### src/rtl/lsu_pkg.sv
// Shared definitions for the load/store unit: RV32I width codes and FSM encoding.
package lsu_pkg;
    localparam logic [2:0] F3_B  = 3'b000;
    localparam logic [2:0] F3_H  = 3'b001;
    localparam logic [2:0] F3_W  = 3'b010;
    localparam logic [2:0] F3_BU = 3'b100;
    localparam logic [2:0] F3_HU = 3'b101;

    typedef enum logic [1:0] {
        ST_IDLE = 2'd0,
        ST_RMW  = 2'd1,
        ST_RESP = 2'd2
    } lsu_state_t;
endpackage

### src/rtl/lsu_if.sv
// Execute-side request channel and writeback-side response channel of the LSU.
interface lsu_if;
    logic        req_valid;
    logic        req_ready;
    logic        req_we;
    logic [2:0]  req_funct3;
    logic [31:0] req_addr;
    logic [31:0] req_wdata;
    logic        rsp_valid;
    logic        rsp_ready;
    logic [31:0] rsp_rdata;
    logic        rsp_misalign;
    logic        rsp_oor;

    modport master (
        output req_valid, req_we, req_funct3, req_addr, req_wdata, rsp_ready,
        input  req_ready, rsp_valid, rsp_rdata, rsp_misalign, rsp_oor
    );
    modport slave (
        input  req_valid, req_we, req_funct3, req_addr, req_wdata, rsp_ready,
        output req_ready, rsp_valid, rsp_rdata, rsp_misalign, rsp_oor
    );
endinterface

### src/rtl/lsu_align.sv
// Byte-lane logic: load extract/extend, sub-word store merge, alignment check.
module lsu_align
    import lsu_pkg::*;
(
    input  logic [2:0]  funct3,
    input  logic [1:0]  lane,
    input  logic [31:0] word,
    input  logic [31:0] wdata,
    output logic [31:0] load_data,
    output logic [31:0] merge_data,
    output logic        misalign
);
    logic [31:0] shifted;
    logic [7:0]  byte_v;
    logic [15:0] half_v;
    logic [31:0] mask;
    logic [31:0] data_rep;

    always_comb begin
        shifted = word >> {lane, 3'b000};
        byte_v  = shifted[7:0];
        half_v  = lane[1] ? word[31:16] : word[15:0];

        case (funct3)
            F3_B:    load_data = {{24{byte_v[7]}}, byte_v};
            F3_BU:   load_data = {24'h0, byte_v};
            F3_H:    load_data = {{16{half_v[15]}}, half_v};
            F3_HU:   load_data = {16'h0, half_v};
            default: load_data = word;
        endcase

        // funct3[1:0] carries the access width for both signed and unsigned codes
        case (funct3[1:0])
            2'b00: begin
                mask     = 32'h0000_00FF << {lane, 3'b000};
                data_rep = {4{wdata[7:0]}};
            end
            2'b01: begin
                mask     = lane[1] ? 32'hFFFF_0000 : 32'h0000_FFFF;
                data_rep = {2{wdata[15:0]}};
            end
            default: begin
                mask     = 32'hFFFF_FFFF;
                data_rep = wdata;
            end
        endcase
        merge_data = (word & ~mask) | (data_rep & mask);

        case (funct3)
            F3_B, F3_BU: misalign = 1'b0;
            F3_H, F3_HU: misalign = lane[0];
            F3_W:        misalign = |lane;
            default:     misalign = 1'b1;
        endcase
    end
endmodule

### src/rtl/load_store_unit.sv
// RV32I load/store unit in front of a word-addressed memory; sub-word stores use read-modify-write.
module load_store_unit
    import lsu_pkg::*;
#(
    parameter int MEM_WORDS = 1024
) (
    input  logic        clk,
    input  logic        rst,
    lsu_if.slave        bus,
    output logic        mem_we,
    output logic [31:0] mem_addr,
    output logic [31:0] mem_wdata,
    input  logic [31:0] mem_rdata
);
    localparam logic [31:0] ADDR_LIM = 32'(4 * MEM_WORDS);

    lsu_state_t  state, next;
    logic [31:0] lat_addr, lat_wdata;
    logic [2:0]  lat_f3;
    logic [31:0] sel_addr, sel_wdata;
    logic [2:0]  sel_f3;
    logic [31:0] load_data, merge_data;
    logic        misalign, oor, fault, accept;

    // The RMW cycle replays the latched request through the same lane logic
    assign sel_addr  = (state == ST_RMW) ? lat_addr  : bus.req_addr;
    assign sel_wdata = (state == ST_RMW) ? lat_wdata : bus.req_wdata;
    assign sel_f3    = (state == ST_RMW) ? lat_f3    : bus.req_funct3;

    lsu_align u_align (
        .funct3     (sel_f3),
        .lane       (sel_addr[1:0]),
        .word       (mem_rdata),
        .wdata      (sel_wdata),
        .load_data  (load_data),
        .merge_data (merge_data),
        .misalign   (misalign)
    );

    assign oor           = bus.req_addr >= ADDR_LIM;
    assign fault         = misalign | oor;
    assign bus.req_ready = (state == ST_IDLE) && !rst;
    assign accept        = bus.req_valid && bus.req_ready;
    assign bus.rsp_valid = (state == ST_RESP);
    assign mem_addr      = {sel_addr[31:2], 2'b00};

    always_ff @(posedge clk) begin
        if (rst) state <= ST_IDLE;
        else     state <= next;
    end

    always_comb begin
        next      = state;
        mem_we    = 1'b0;
        mem_wdata = sel_wdata;
        case (state)
            ST_IDLE: begin
                if (accept) begin
                    if (fault || !bus.req_we) begin
                        next = ST_RESP;
                    end else if (bus.req_funct3 == F3_W) begin
                        mem_we = 1'b1;
                        next   = ST_RESP;
                    end else begin
                        next = ST_RMW;
                    end
                end
            end
            ST_RMW: begin
                mem_we    = 1'b1;
                mem_wdata = merge_data;
                next      = ST_RESP;
            end
            ST_RESP: if (bus.rsp_ready) next = ST_IDLE;
            default: next = ST_IDLE;
        endcase
        if (rst) mem_we = 1'b0;
    end

    always_ff @(posedge clk) begin
        if (rst) begin
            lat_addr         <= '0;
            lat_wdata        <= '0;
            lat_f3           <= '0;
            bus.rsp_rdata    <= '0;
            bus.rsp_misalign <= 1'b0;
            bus.rsp_oor      <= 1'b0;
        end else if (accept) begin
            lat_addr         <= bus.req_addr;
            lat_wdata        <= bus.req_wdata;
            lat_f3           <= bus.req_funct3;
            bus.rsp_misalign <= misalign;
            bus.rsp_oor      <= oor;
            bus.rsp_rdata    <= (!fault && !bus.req_we) ? load_data : 32'h0;
        end
    end
endmodule

### src/flat_wrapper.sv
// flat-port wrapper written by rule: the top's interface ports become plain ports
module load_store_unit_flat import lsu_pkg::*;
#(
    parameter int MEM_WORDS = 1024
)
  (clk, rst, mem_we, mem_addr, mem_wdata, mem_rdata, bus_req_valid, bus_req_we, bus_req_funct3, bus_req_addr, bus_req_wdata, bus_rsp_ready, bus_req_ready, bus_rsp_valid, bus_rsp_rdata, bus_rsp_misalign, bus_rsp_oor);
  lsu_if bus_i ();
  input  logic clk;
  input  logic rst;
  output logic mem_we;
  output logic [31:0] mem_addr;
  output logic [31:0] mem_wdata;
  input  logic [31:0] mem_rdata;
  input wire logic [$bits(bus_i.req_valid)-1:0] bus_req_valid;
  input wire logic [$bits(bus_i.req_we)-1:0] bus_req_we;
  input wire logic [$bits(bus_i.req_funct3)-1:0] bus_req_funct3;
  input wire logic [$bits(bus_i.req_addr)-1:0] bus_req_addr;
  input wire logic [$bits(bus_i.req_wdata)-1:0] bus_req_wdata;
  input wire logic [$bits(bus_i.rsp_ready)-1:0] bus_rsp_ready;
  output wire logic [$bits(bus_i.req_ready)-1:0] bus_req_ready;
  output wire logic [$bits(bus_i.rsp_valid)-1:0] bus_rsp_valid;
  output wire logic [$bits(bus_i.rsp_rdata)-1:0] bus_rsp_rdata;
  output wire logic [$bits(bus_i.rsp_misalign)-1:0] bus_rsp_misalign;
  output wire logic [$bits(bus_i.rsp_oor)-1:0] bus_rsp_oor;
  assign bus_i.req_valid = bus_req_valid;
  assign bus_i.req_we = bus_req_we;
  assign bus_i.req_funct3 = bus_req_funct3;
  assign bus_i.req_addr = bus_req_addr;
  assign bus_i.req_wdata = bus_req_wdata;
  assign bus_i.rsp_ready = bus_rsp_ready;
  assign bus_req_ready = bus_i.req_ready;
  assign bus_rsp_valid = bus_i.rsp_valid;
  assign bus_rsp_rdata = bus_i.rsp_rdata;
  assign bus_rsp_misalign = bus_i.rsp_misalign;
  assign bus_rsp_oor = bus_i.rsp_oor;
  load_store_unit #(.MEM_WORDS(MEM_WORDS)) u_core (.clk(clk), .rst(rst), .bus(bus_i), .mem_we(mem_we), .mem_addr(mem_addr), .mem_wdata(mem_wdata), .mem_rdata(mem_rdata));
endmodule
### config.mk
export PLATFORM = sky130hd
export DESIGN_NAME = load_store_unit_flat
export DESIGN_NICKNAME = d
export VERILOG_FILES = /design/src/rtl/lsu_pkg.sv /design/src/rtl/lsu_if.sv /design/src/rtl/lsu_align.sv /design/src/rtl/load_store_unit.sv /design/src/flat_wrapper.sv
export SDC_FILE = /design/constraint.sdc
export NUM_CORES = 1
export LEC_CHECK = 0
export CORE_ASPECT_RATIO = 0.5
export CORE_MARGIN = 8
export CORE_UTILIZATION = 52
export CTS_CLUSTER_DIAMETER = 100
export DETAILED_ROUTE_END_ITERATION = 7
export PLACE_DENSITY = 0.92
export SETUP_SLACK_MARGIN = 0.4
export SYNTH_ARGS = -nofsm -noshare
export SYNTH_HDL_FRONTEND = slang
export SYNTH_HIERARCHICAL = 1
export SYNTH_SLANG_ARGS = --single-unit
### constraint.sdc
create_clock -name clk -period 5.7 [get_ports clk]
set_clock_uncertainty 0.1 [all_clocks]
set_input_delay 1.71 -clock clk [delete_from_list [all_inputs] [get_ports clk]]
set_output_delay 1.71 -clock clk [all_outputs]
set_load 0.005 [all_outputs]
# ---- Word level (Yosys, flattened, before mapping)
# Index checks and enable logic that the tools add are counted.
dict set report op_classes {
  addsub 0
  mul 0
  div 0
  order_cmp 1
  n_eq_ne 10
  n_shift 2
  muxes 21
  bitwise_logic 5
  n_reduce_logical 14
}
# operator n
set op_table {}
lappend op_table {{32-bit two-way mux} 5}
lappend op_table {{32-bit one-hot mux with 2 select lines} 2}
lappend op_table {{32-bit one-hot mux with 4 select lines} 1}
lappend op_table {{32-bit AND} 2}
lappend op_table {{32-bit by 13-bit greater-or-equal comparator with 1-bit output (second input constant)} 1}
lappend op_table {{32-bit NOT} 1}
lappend op_table {{32-bit bitwise OR} 1}
lappend op_table {{8-bit by 5-bit << shifter with 32-bit output (first input constant)} 1}
lappend op_table {{32-bit by 5-bit right shift with 8-bit output} 1}
lappend op_table {{16-bit two-way mux} 1}
lappend op_table {{2-bit two-way mux} 4}
lappend op_table {{3-bit by 2-bit == test with 1-bit output (second input constant)} 2}
lappend op_table {{3-bit == test (second input constant)} 2}
lappend op_table {{2-bit one-hot mux with 3 select lines} 1}
lappend op_table {{2-bit OR reduction} 3}
lappend op_table {{2-bit by 1-bit == test with 1-bit output (second input constant)} 2}
lappend op_table {{2-bit zero test} 2}
lappend op_table {{1-bit two-way mux} 4}
lappend op_table {{3-bit by 1-bit == test with 1-bit output (second input constant)} 1}
lappend op_table {{1-bit logical AND} 3}
lappend op_table {{1-bit zero test} 3}
lappend op_table {{3-bit zero test} 1}
lappend op_table {{3-bit two-way mux} 1}
lappend op_table {{1-bit one-hot mux with 3 select lines} 1}
lappend op_table {{other kinds (7)} 7}
dict set report word_totals {
  reg_bits 103
  latchBits 0
  ramBits 0
  rom_bits 0
  word_cells 60
  memories 0
}

# ---- Depth between registers and ports, before layout
dict set report depth {
  depth_word 11
  depth_mapped 15
  mapped_depth_nobuf 9
}

# ---- By module
# The synthesis kept the hierarchy.
# module instances cells_each area_each_um2 seq_area_each_um2
set by_module_without_submodules {}
lappend by_module_without_submodules {load_store_unit 1 832 5451.5 2062.0}
lappend by_module_without_submodules {lsu_align 1 199 1517.7 0.0}

# ---- Worst setup path before layout
# Ideal clock, no wire load.
dict set report synth_path {
  path_type {input-to-output}
  from {input port bus_req_funct3[0]}
  to {output port mem_wdata[4]}
  arrival_time_ns 3.080
  required_ns 3.890
  setup_slack_ns 0.810
  path_stages 9
  cell_sequence {nand2_1 -> nand2_1 -> buf_4 -> nand2b_1 -> a21oi_2 -> buf_4 -> mux2_2 -> nand2_1 -> nand2_1}
}
dict set report synth_between {
  elab_chain_cells 7
  elab_cells_between_ends 9
}
# element line_no
set synth_rtl {}
lappend synth_rtl {{start: declaration} flat_wrapper.sv:16} ;# input wire logic [$bits(bus_i.req_funct3)-1:0] bus_req_funct3;
lappend synth_rtl {{3-bit two-way mux (*)} load_store_unit.sv:28} ;# assign sel_f3 = (state == ST_RMW) ? lat_f3 : bus.req_funct3;
lappend synth_rtl {{via u_core.sel_f3[0]} load_store_unit.sv:21} ;# logic [2:0] sel_f3;
lappend synth_rtl {{2-bit by 1-bit == test with 1-bit output / 2-bit zero test (equally long branches)} lsu_align.sv:33} ;# case (funct3[1:0])
lappend synth_rtl {{32-bit one-hot mux with 2 select lines (*)} lsu_align.sv:33}
lappend synth_rtl {{32-bit NOT} lsu_align.sv:47} ;# merge_data = (word & ~mask) | (data_rep & mask);
lappend synth_rtl {{32-bit AND} lsu_align.sv:47}
lappend synth_rtl {{32-bit bitwise OR (*)} lsu_align.sv:47}
lappend synth_rtl {{via u_core.merge_data[4]} load_store_unit.sv:22} ;# logic [31:0] load_data, merge_data;
lappend synth_rtl {{32-bit two-way mux (*)} load_store_unit.sv:56} ;# case (state)
lappend synth_rtl {{end: declaration} flat_wrapper.sv:12} ;# output logic [31:0] mem_wdata;
# Mark *: on every way through the listed nets, which the timed path passes. The rest lies on a longest branch.

# ---- Worst setup path in the final report
dict set report layout_path {
  from {input port bus_req_addr[0]}
  to {output port mem_wdata[5]}
}
dict set report layout_between {
  elab_chain_cells 7
  elab_cells_between_ends 8
}
# element line_no
set layout_rtl {}
lappend layout_rtl {{start: declaration} flat_wrapper.sv:17} ;# input wire logic [$bits(bus_i.req_addr)-1:0] bus_req_addr;
lappend layout_rtl {{32-bit two-way mux (*)} load_store_unit.sv:26} ;# assign sel_addr = (state == ST_RMW) ? lat_addr : bus.req_addr;
lappend layout_rtl {{via u_core.sel_addr[0]} load_store_unit.sv:20} ;# logic [31:0] sel_addr, sel_wdata;
lappend layout_rtl {{8-bit by 5-bit << shifter with 32-bit output (*)} lsu_align.sv:35} ;# mask = 32'h0000_00FF << {lane, 3'b000};
lappend layout_rtl {{32-bit one-hot mux with 2 select lines (*)} lsu_align.sv:33}
lappend layout_rtl {{32-bit NOT} lsu_align.sv:47}
lappend layout_rtl {{32-bit AND} lsu_align.sv:47}
lappend layout_rtl {{32-bit bitwise OR (*)} lsu_align.sv:47}
lappend layout_rtl {{via u_core.merge_data[5]} load_store_unit.sv:22}
lappend layout_rtl {{32-bit two-way mux (*)} load_store_unit.sv:56}
# Marked as above.

==> results.tsv <==
stage	metric	value	unit
status	status	complete, no violations	
sta	whs	0.353	ns
power_and_ir_drop	power.leakage	0.00373	uW
clocking	htreeDepth	3	
cells_and_area	drive_gt1_share	12.5	%
grt	globalRouteOverflowTotal	0	
grt	grt.busiest_layer	met2	
routing	first_iter_violations	763	
synth	ys_ff_latch	103	
sta	slew_viol_final	0	
routing	vias	7613	
setup_path	worstPathRequired	3.89	ns
grt	grt_pass1_wl	38200	um
synth	ys_seq_area_share	29.6	%
setup_path	setup.worst_path.end_class	output pin	
synth	synth_cell_types	41	
grt	grtUsageMet3	7.11	%
floorplanning	rows	30	
floorplanning	core_area	13300	um2
grt	grt_antenna_before_repair	2	
cells_and_area	fin_nets	1266	
cells_and_area	antenna_cells	0	
cells_and_area	final_cells	1343	
cells_and_area	utilization	69.4	%
place	dp.cells	1320	
routing	vias_per_cell	5.67	
grt	met2_usage	44.2	%
grt	grt_max_degree	103	
setup_path	cp-start-kind	input pin	
floorplanning	ios	205	
cells_and_area	nFillCells	1043	
sta	rsz0062_at_grt	yes	
sta	finalHoldViolations	0	
clocking	cts_sinks	103	
cells_and_area	syn_to_final_growth	32.7	%
clocking	clkLatencyLatePin	0.35	ns
sta	period_needed	5.29	ns
setup_path	startpoint	bus_req_addr[0]	
grt	grt_pass1_vias	7402	
place	postPlaceCellArea	8780	um2
hold_path	hold_class	reg -> reg	
floorplanning	die_w	180	um
place	hpwl	17000	um
clocking	clockRootBuffer	clkbuf_16	
synth	yosysWarnings	6	
routing	drc	0	
routing	dr.pass1.iters	6	
hold_path	min_from	u_core/bus.rsp_rdata[30]	
synth	synth_cells	1031	
clocking	clk_pin_slew	0.07	ns
hold_path	hold_path_depth	2	
clocking	clockBufferDepth	2	
cells_and_area	final_common_cell	nand2_1	
place	finalWeightedCongestion	0.916	
setup_path	reg2reg_slack	2.13	ns
sta	timing_worst_slew_pin_value	1.11	ns
setup_path	worstReg2RegStart	u_core/state[0]	
setup_path	reg2reg_to	u_core/bus.rsp_rdata[21]	
floorplanning	die_h	97.9	um
routing	wire_per_inst	17.8	um
cells_and_area	postLayoutCellArea	9250	um2
floorplanning	die-area	17600	um2
place	io_buffers	202	
grt	grt_use_total	25.9	%
sta	min_period_over_period	92.7	%
clocking	cts_tree	built	
routing	wl	24000	um
setup_path	critPathKind	in -> out	
hold_path	hold_end	u_core/bus.rsp_rdata[30]	
cells_and_area	final_cell_mix	nand2_1, clkdlybuf4s50_1, a21oi_1, dfxtp_1, mux2_2	
setup_path	reg2reg_depth	11	
sta	fmax	189	MHz
run	maxCapViolations	0	
clocking	cts-buffers-inserted	9	
grt	use_met1	30.4	%
synth	syn_avg_cell_area	6.76	um2
synth	syn_area	6970	um2
setup_path	cp.arrival	3.48	ns
routing	antenna_left	0	
power_and_ir_drop	ir_worst_vdd	0.128	mV
sta	setup-violations-final	0	
setup_path	cp_max_fo	5	
floorplanning	start_util	52.3	%
sta	slew-limit-headroom	25.9	%
power_and_ir_drop	power_density	199	nW/um2
==> repair_timing <==
item,4_1_cts,5_1_grt
gates cloned,1,1
pin swaps,9,2
hold buffers,0,0
endpoints found under the setup margin,33,26
buffers inserted,3,2
gates resized for setup,59,5
==> worst max-delay path by stage <==
stage / endpoint / slack [ns] / cells after the start
floorplan: mem_wdata[4] / 0.81 / 9
global placement: mem_wdata[12] / -0.01 / 9
detailed placement: mem_wdata[11] / -0.03 / 9
CTS: mem_wdata[1] / 0.40 / 10
global route: mem_we / 0.37 / 10
finish: mem_wdata[5] / 0.41 / 11
==> Yosys cell counts (all sizes together) <==
library cell	number	area, um2
a21o	1	7.51
a21oi	107	554
a221oi	1	15.0
a22oi	1	21.3
a2bb2oi	1	8.76
a31oi	2	12.5
and2	2	12.5
and3	1	6.26
buf	76	547
clkbuf	41	164
conb	1	3.75
dfxtp	103	2060
inv	4	15.0
mux2	65	732
mux2i	14	140
mux4	1	22.5
nand2	489	1840
nand2b	7	43.8
nand3	1	5.00
nand4	32	200
nor2	8	32.5
nor2b	7	43.8
nor3	4	31.3
nor3b	33	248
nor4	6	56.3
o211ai	4	30.0
o21a	1	7.51
o21ai	10	50.1
o22a	1	8.76
o311ai	1	8.76
o31ai	5	37.5
or2	1	6.26
==> sequential cells by signal, summed over array words and instances, names as in the netlist <==
signal,flops
u_core/bus.rsp_rdata,32
u_core/lat_wdata,32
u_core/bus.rsp_oor,1
u_core/state,2
u_core/lat_addr,32
u_core/lat_f3,3
u_core/bus.rsp_misalign,1
==> critical path: stages <==
cell and delay [ns]:
dlygate4sd2_1 0.22, nand2_1 0.06, nand2_2 0.13, buf_4 0.13
nand2b_4 0.07, a21oi_4 0.23, buf_12 0.15, mux2_2 0.34
nand2_1 0.08, nand2_1 0.07, dlygate4sd2_1 0.27
==> kinds of logic (layout without fill, tap and decap cells) <==
family | after synthesis | in the layout | share of synthesized area, %
other cells | 1 | 2 | 0.0538
buf+inv | 121 | 256 | 10.4
mux | 80 | 80 | 12.8
flops | 103 | 103 | 29.6
simple gates | 591 | 591 | 36.2
compound gates | 135 | 135 | 10.9
==> power breakdown <==
part | internal, uW | switching [uW] | leakage (uW)
sequential | 742 | 12.5 | 0.000837
clock | 352 | 308 | 0.000152
combinational | 214 | 213 | 0.00274
total | 1310 | 534 | 0.00373
==> cell type report <==
cell class / instances / area [um2] / share of cell area, %
timing repair buffer: 236 / 2340 / 25.3
clock buffer: 9 / 225 / 2.44
sequential: 103 / 2060 / 22.3
inverter: 4 / 17.5 / 0.189
clock inverter: 7 / 88.8 / 0.961
tap: 176 / 220 / 2.38
multi-input combinational: 808 / 4290 / 46.4
==> per-stage QoR <==
stage / setup TNS, ns / setup slack [ns] / total power [uW]
4_1_cts: 0 / 0.402 / 1840
2_1_floorplan: 0 / 0.810 / 1000
3_5_place_dp: -0.217 / -0.0338 / 1180
5_1_grt: 0 / 0.365 / 1920
6_report: 0 / 0.413 / 1840
3_3_place_gp: -0.0603 / -0.0109 / 1170
==> per-layer routing <==
| metal | wire length, um | vias to the layer above |
|---|---|---|
| met5 | 22 | - |
| met4 | 1040 | 4 |
| li1 | - | 3612 |
| met2 | 11300 | 370 |
| met1 | 9550 | 3527 |
| met3 | 2030 | 100 |
Power figures use the tool's default switching activity.
